## src/rtl/conv_loop_counter.sv

```systemverilog
// Convolution loop-index datapath: output/input channel and patch position counters.
// Optional strobe sequencing checker: define CONV_LOOP_STROBE_CHECK_EN to add seq_err.
module conv_loop_counter #(
    parameter  int IMG_W  = 28,
    parameter  int IMG_H  = 28,
    parameter  int K      = 3,
    parameter  int STRIDE = 1,
    parameter  int CH_W   = 8,
    localparam int OUT_W  = (IMG_W - K) / STRIDE + 1,
    localparam int OUT_H  = (IMG_H - K) / STRIDE + 1,
    localparam int RW     = (OUT_H > 1) ? $clog2(OUT_H) : 1,
    localparam int CW     = (OUT_W > 1) ? $clog2(OUT_W) : 1
) (
    input  logic            clk,
    input  logic            rst_n,
    input  logic            cout,
    input  logic            c_load,
    input  logic            bias_init,
    input  logic            cin,
    input  logic            conv,
    input  logic            relu,
    input  logic [CH_W-1:0] cfg_num_in_ch,
    input  logic [CH_W-1:0] cfg_num_out_ch,
    output logic            conv_done,
    output logic            cin_done,
    output logic            cout_done,
    output logic            is_single_input_channel,
    output logic [CH_W-1:0] in_ch_idx,
    output logic [CH_W-1:0] out_ch_idx,
    output logic [RW-1:0]   patch_row,
    output logic [CW-1:0]   patch_col,
    output logic [31:0]     patch_base_addr,
`ifdef CONV_LOOP_STROBE_CHECK_EN
    output logic            seq_err,
`endif
    output logic            patch_valid
);

    localparam logic [RW-1:0]   ROW_LAST = RW'(OUT_H - 1);
    localparam logic [CW-1:0]   COL_LAST = CW'(OUT_W - 1);
    localparam logic [CH_W-1:0] ONE      = CH_W'(1);

    logic [CH_W-1:0] n_in_q, n_in_d;
    logic [CH_W-1:0] n_out_q, n_out_d;
    logic [CH_W-1:0] in_cnt_q, in_cnt_d;
    logic [CH_W-1:0] in_ch_q, in_ch_d;
    logic [CH_W-1:0] out_ch_q, out_ch_d;
    logic [RW-1:0]   row_q, row_d;
    logic [CW-1:0]   col_q, col_d;

    logic row_last;
    logic col_last;
    logic in_left;

    // bias_init and relu only sequence the controller; they never move counters
    logic unused_strobes;
    assign unused_strobes = bias_init ^ relu;

    assign row_last = (row_q == ROW_LAST);
    assign col_last = (col_q == COL_LAST);
    assign in_left  = (in_cnt_q < n_in_q);

    assign is_single_input_channel = (n_in_q == ONE);
    assign cin_done  = (in_cnt_q == n_in_q) && !is_single_input_channel;
    assign cout_done = (out_ch_q == n_out_q - ONE);
    assign conv_done = conv && row_last && col_last;

    assign in_ch_idx   = in_ch_q;
    assign out_ch_idx  = out_ch_q;
    assign patch_row   = row_q;
    assign patch_col   = col_q;
    assign patch_valid = conv;

    assign patch_base_addr = 32'(row_q) * 32'(STRIDE * IMG_W)
                           + 32'(col_q) * 32'(STRIDE);

    always_comb begin
        n_in_d   = n_in_q;
        n_out_d  = n_out_q;
        in_cnt_d = in_cnt_q;
        in_ch_d  = in_ch_q;
        out_ch_d = out_ch_q;
        row_d    = row_q;
        col_d    = col_q;
        // priority c_load > cout > cin > conv
        if (c_load) begin
            n_in_d   = (cfg_num_in_ch == '0) ? ONE : cfg_num_in_ch;
            n_out_d  = (cfg_num_out_ch == '0) ? ONE : cfg_num_out_ch;
            in_cnt_d = '0;
            in_ch_d  = '0;
            row_d    = '0;
            col_d    = '0;
        end else if (cout) begin
            if (out_ch_q < n_out_q - ONE) begin
                out_ch_d = out_ch_q + ONE;
            end
        end else if (cin) begin
            if (in_left) begin
                in_ch_d  = in_cnt_q;
                in_cnt_d = in_cnt_q + ONE;
                row_d    = '0;
                col_d    = '0;
            end
        end else if (conv) begin
            if (col_last) begin
                col_d = '0;
                row_d = row_last ? '0 : row_q + RW'(1);
            end else begin
                col_d = col_q + CW'(1);
            end
        end
    end

    always_ff @(posedge clk or negedge rst_n) begin
        if (!rst_n) begin
            n_in_q   <= ONE;
            n_out_q  <= ONE;
            in_cnt_q <= '0;
            in_ch_q  <= '0;
            out_ch_q <= '0;
            row_q    <= '0;
            col_q    <= '0;
        end else begin
            n_in_q   <= n_in_d;
            n_out_q  <= n_out_d;
            in_cnt_q <= in_cnt_d;
            in_ch_q  <= in_ch_d;
            out_ch_q <= out_ch_d;
            row_q    <= row_d;
            col_q    <= col_d;
        end
    end

`ifdef CONV_LOOP_STROBE_CHECK_EN
    logic seq_err_q, seq_err_d;
    logic bad_seq;

    assign bad_seq = !$onehot0({cout, c_load, cin, conv})
                   || (cin && !in_left)
                   || (cout && cout_done);
    assign seq_err_d = seq_err_q || bad_seq;
    assign seq_err   = seq_err_q;

    always_ff @(posedge clk or negedge rst_n) begin
        if (!rst_n) begin
            seq_err_q <= 1'b0;
        end else begin
            seq_err_q <= seq_err_d;
        end
    end
`endif

endmodule
```

## config.mk

```make
export PLATFORM = sky130hd
export DESIGN_NAME = conv_loop_counter
export DESIGN_NICKNAME = d
export VERILOG_FILES = /design/src/rtl/conv_loop_counter.sv
export SDC_FILE = /design/constraint.sdc
export NUM_CORES = 1
export LEC_CHECK = 0
export CAP_MARGIN = 20
export CORE_MARGIN = 1
export CORE_UTILIZATION = 25
export DETAILED_ROUTE_END_ITERATION = 16
export HOLD_SLACK_MARGIN = 0.06
export PLACE_DENSITY_LB_ADDON = 0.2
export SYNTH_ARGS = -nofsm -noshare
export SYNTH_HDL_FRONTEND = slang
export SYNTH_SLANG_ARGS = --single-unit
```

## constraint.sdc

```tcl
create_clock -name clk -period 2.85 [get_ports clk]
set_input_delay 0.57 -clock clk [delete_from_list [all_inputs] [get_ports clk]]
set_output_delay 0.57 -clock clk [all_outputs]
set_load 0.005 [all_outputs]
```

==> results <==
- The number of global-route vias before repair came to 2872.
- At the worst endpoint, the required time is 2.28 ns.
- The worst setup path is launched from a register.
- The global-route total usage across every layer is 12.1%.
- In this run the power density over the cells is 466 mW/mm².
- The detailed-routed wire length on met2 is 4020 µm.
- The post-placement cell count is 619.
- The remaining max-slew budget at the tightest pin is 59.5%.
- Setup total negative slack on the finished layout was measured at -1.89 ns.
- The die is 120 µm wide.
- The primary flip-flop cell chosen by synthesis mapping is dfrtp_1.
- After synthesis the cells add up to 0.00347 mm².
- The launch point of the worst reg-to-reg path is n_out_q[0].
- The via count of the routed design is 2764.
- At the end of the flow the core is filled with cells to 35.3%.
- After synthesis, the share of flip-flops with an asynchronous set or reset is 100%.
- The starting utilization of the core area is 25.9%.
- After synthesis, the mean cell area works out to 9.71 µm².
- The H-tree was split into 2 levels.
- The number of max-slew violations in the final report is 0.
- The setup slack of the most critical reg-to-reg path is 0.20 ns.
- The type of destination of the critical path is an output pin.
- The total clock sinks is 50.
- After floorplanning, the core was divided into 42 placement rows.
- Once layout is done, the placed cells without fillers occupy 0.00473 mm².
- dfrtp_1 takes more of the synthesized area than any other cell.
- The vias per cell is 4.39.
- The clock reaches the later pin of the worst-skew pair after 0.29 ns.
- By area the synthesized netlist is led by dfrtp_1 35%, ha_1 13%, buf_4 5.4%.
- The number of warning messages in the yosys log is 0.
- Buffers inserted during clock tree synthesis total 5.
- The net count of the finished layout is 518.
- Global routing finished with a remaining overflow of 0.
- The die covers 0.0143 mm².
- The remaining number of nets flagged by the antenna check after routing is 0.
- The wire length on met1 is 3870 µm.
- The commonest cells after synthesis are 48 x dfrtp_1, 35 x ha_1, 34 x nor2_1.
- For this design, the CTS-stage hold fixing added 0 buffers.
- At the pin with the least slew margin, the transition time is 0.607 ns.
- Counting cells, the worst reg-to-reg path comes to 12.
- The layout filler cell count is 1380.
- The routability congestion estimate from global placement is 0.758.
- The maximum root-to-sink buffer count is 2.
- Setup violations remaining at the end of the flow were counted as 6.
- Entering global routing, the biggest net connects 30 pins.
- The total core area is 0.0134 mm².
- In this run the worst hold path is classified as primary input to async pin.
- The routed design has 8170 µm of wire.
- The fraction of layout instances using a drive strength above 1 is 20.7%.
- The maximum frequency from static timing analysis is 302 MHz.
- The final reports fail on negative setup slack.
- The worst clock skew is 0.0111 ns.
- The sequential-to-total area share from yosys stat is 36.2%.
- The number of DRC markers in iteration 0 is 73.
- The final critical path takes up 116% of the cycle.
- The largest single stage delay on the critical path is 0.59 ns.
- The number of standard cells in the layout, taps in and fillers out is 630.
- The most frequently used cell type in the post-synthesis netlist is dfrtp_1.
- The met3 routed wirelength is 205 µm.
- TritonCTS built the clock tree.
- The number of top-level pins is 87.
- The number of unique standard cell types used by synthesis is 47.
- The number of antenna diodes in the final layout is 0.
- In the routed design, unresolved DRC markers number 0.
- Synthesis handed over a netlist of 357 instances.
- The cell with the biggest individual delay on the critical path is fa_1.
- The signed area change from the synthesized netlist to the final layout is 36.6%.
- The synthesized design contains 0 enable-type register cells.
- The first global-routing pass estimated 14000 µm of wire.
- Max-cap violations in this run came to 0.
- The highest routing layer actually used is met4.
- The first TritonRoute pass finished after 4 iterations.
- The endpoint of the worst-slack reg-to-reg timing path is out_ch_idx[1].
- The area share of the largest cell type after synthesis is 34.6%.
- The total cell area at the placement stage is 0.00446 mm².
- Data arrives at the worst endpoint at 2.74 ns.
- Setup repair after global routing could not meet its margin everywhere.
- Across all setup checks in the final design, the least slack found is -0.459 ns.
- The final critical-path required period is 3.31 ns.
- The vertical extent of the die is 120 µm.
- The signal on the critical path passes through fa_1 > ha_4 > inv_2 > fa_2 > xor2_1 > or3_4 > nor2_2 > nand2_1 > xnor2_1 > buf_2.
- After clock tree synthesis, the clock-pin slew on the worst setup and hold paths is 0.07 ns.
- The root buffer cell is clkbuf_16.
- The hold violation count in the final report was 0.
- The average wire per cell in the routed design is 13.0 µm.
- The worst IR drop on VDD is 0.214 mV.
- The flow ran to the end, but the final reports show violations.
- The total of buffers placed on input and output ports is 63.
- The leakage dissipation is 2.16 nW.
- The critical path in this run is classified as register to output pin.
- Detailed placement ended at an HPWL of 6270 µm.
- The number of antenna violations at the first check in global routing is 0.
- After synthesis the netlist holds a flip-flop and latch count of 50.
- The maximum fanout along the worst path is 2.
worst max path at each step:
stage | cells past startpoint | end | startpoint | slack [ns]
2_1_floorplan | 8 | patch_base_addr[9] | patch_row[0] | -0.13
5_1_grt | 10 | patch_base_addr[9] | patch_row[1] | -0.58
4_1_cts | 12 | patch_base_addr[8] | patch_row[2] | -0.50
3_3_place_gp | 9 | patch_base_addr[9] | patch_row[1] | -0.56
6_report | 10 | patch_base_addr[9] | patch_row[0] | -0.46
3_5_place_dp | 10 | patch_base_addr[9] | patch_row[1] | -0.61
registers in the layout (all words and copies together) (netlist names):
register / cells
in_ch_idx: 8
in_cnt_q: 8
n_in_q: 8
n_out_q: 8
out_ch_idx: 8
patch_col: 5
patch_row: 5
per-stage QoR:
| stage | hold WS [ns] | total power, mW | setup slack (ns) |
|---|---|---|---|
| after floorplan | 0.274 | 1.22 | -0.130 |
| after detailed placement | 0.503 | 1.50 | -0.610 |
| after global placement | 0.502 | 1.47 | -0.558 |
| final | 0.287 | 2.21 | -0.459 |
| after global routing | 0.344 | 2.34 | -0.580 |
| after CTS | 0.318 | 2.23 | -0.499 |
kinds of logic after synthesis:
| kind of cell | after synthesis | share of synthesized area [%] |
|---|---|---|
| XOR/XNOR | 28 | 7.07 |
| AND/OR/NAND/NOR | 110 | 16.2 |
| flip-flops | 50 | 36.2 |
| buffers and inverters | 57 | 8.91 |
| multiplexers | 15 | 4.69 |
| other | 1 | 0.108 |
| AO/OA/AOI/OAI | 55 | 10.8 |
| adder cells (fa/ha/maj) | 41 | 16.1 |
cells in the final DEF, fill, tap and decap left out, types with 6 or more instances in the layout:
cell type        netlist  final
nand2_1               23     23
o21ai_0               17     17
ha_1                  35     31
nand4_1               10     10
inv_1                 25     23
nor4_1                 7      7
buf_4                 25     32
xnor2_1               21     20
nor3_1                 7      7
conb_1                 1     21
nor2_1                34     32
mux2_2                 6      6
a21oi_1               15     12
mux2i_1                8      8
dfrtp_1               48     45
buf_2                  1      8
nand3_1                6      6
clkdlybuf4s50_1        0     53
per-layer routing:
layer  vias up  global-route usage (%)
li1       1375                       -
met1      1332                    15.5
met2        53                    21.3
met3         4                    2.00
met4         0                    2.58
met5         -                       0
final cells by class:
type / instances / area [µm²] / area share (%)
clock buffers: 6 / 139 / 2.93
clock inverters: 2 / 38.8 / 0.819
inverters: 25 / 93.8 / 1.98
multi-input cells: 270 / 2080 / 44.0
flip-flops and latches: 50 / 1260 / 26.6
well taps: 176 / 220 / 4.65
repair buffers: 101 / 901 / 19.0
report_power, final:
part           total, mW  internal [mW]  switching, mW  leakage, nW
Combinational      0.599          0.333          0.266         1.43
Clock              0.716          0.442          0.274       0.0875
Sequential         0.892          0.781          0.111        0.646
worst max-delay path: cells and delay by family, from the launching register on:
family,cells,cell delay (ns)
XOR/XNOR,2,0.31
adder cells (fa/ha/maj),3,1.08
buffers and inverters,2,0.16
flip-flops,1,0.42
AND/OR/NAND/NOR,3,0.50
repair_timing:
action | in CTS | in global routing
pin swaps | 10 | 11
resized for setup | 42 | 13
setup buffers | 3 | 1
endpoints found under the hold margin | 0 | 0
endpoints found under the setup margin | 9 | 9
No activity file was read; power rests on OpenSTA's default activity.
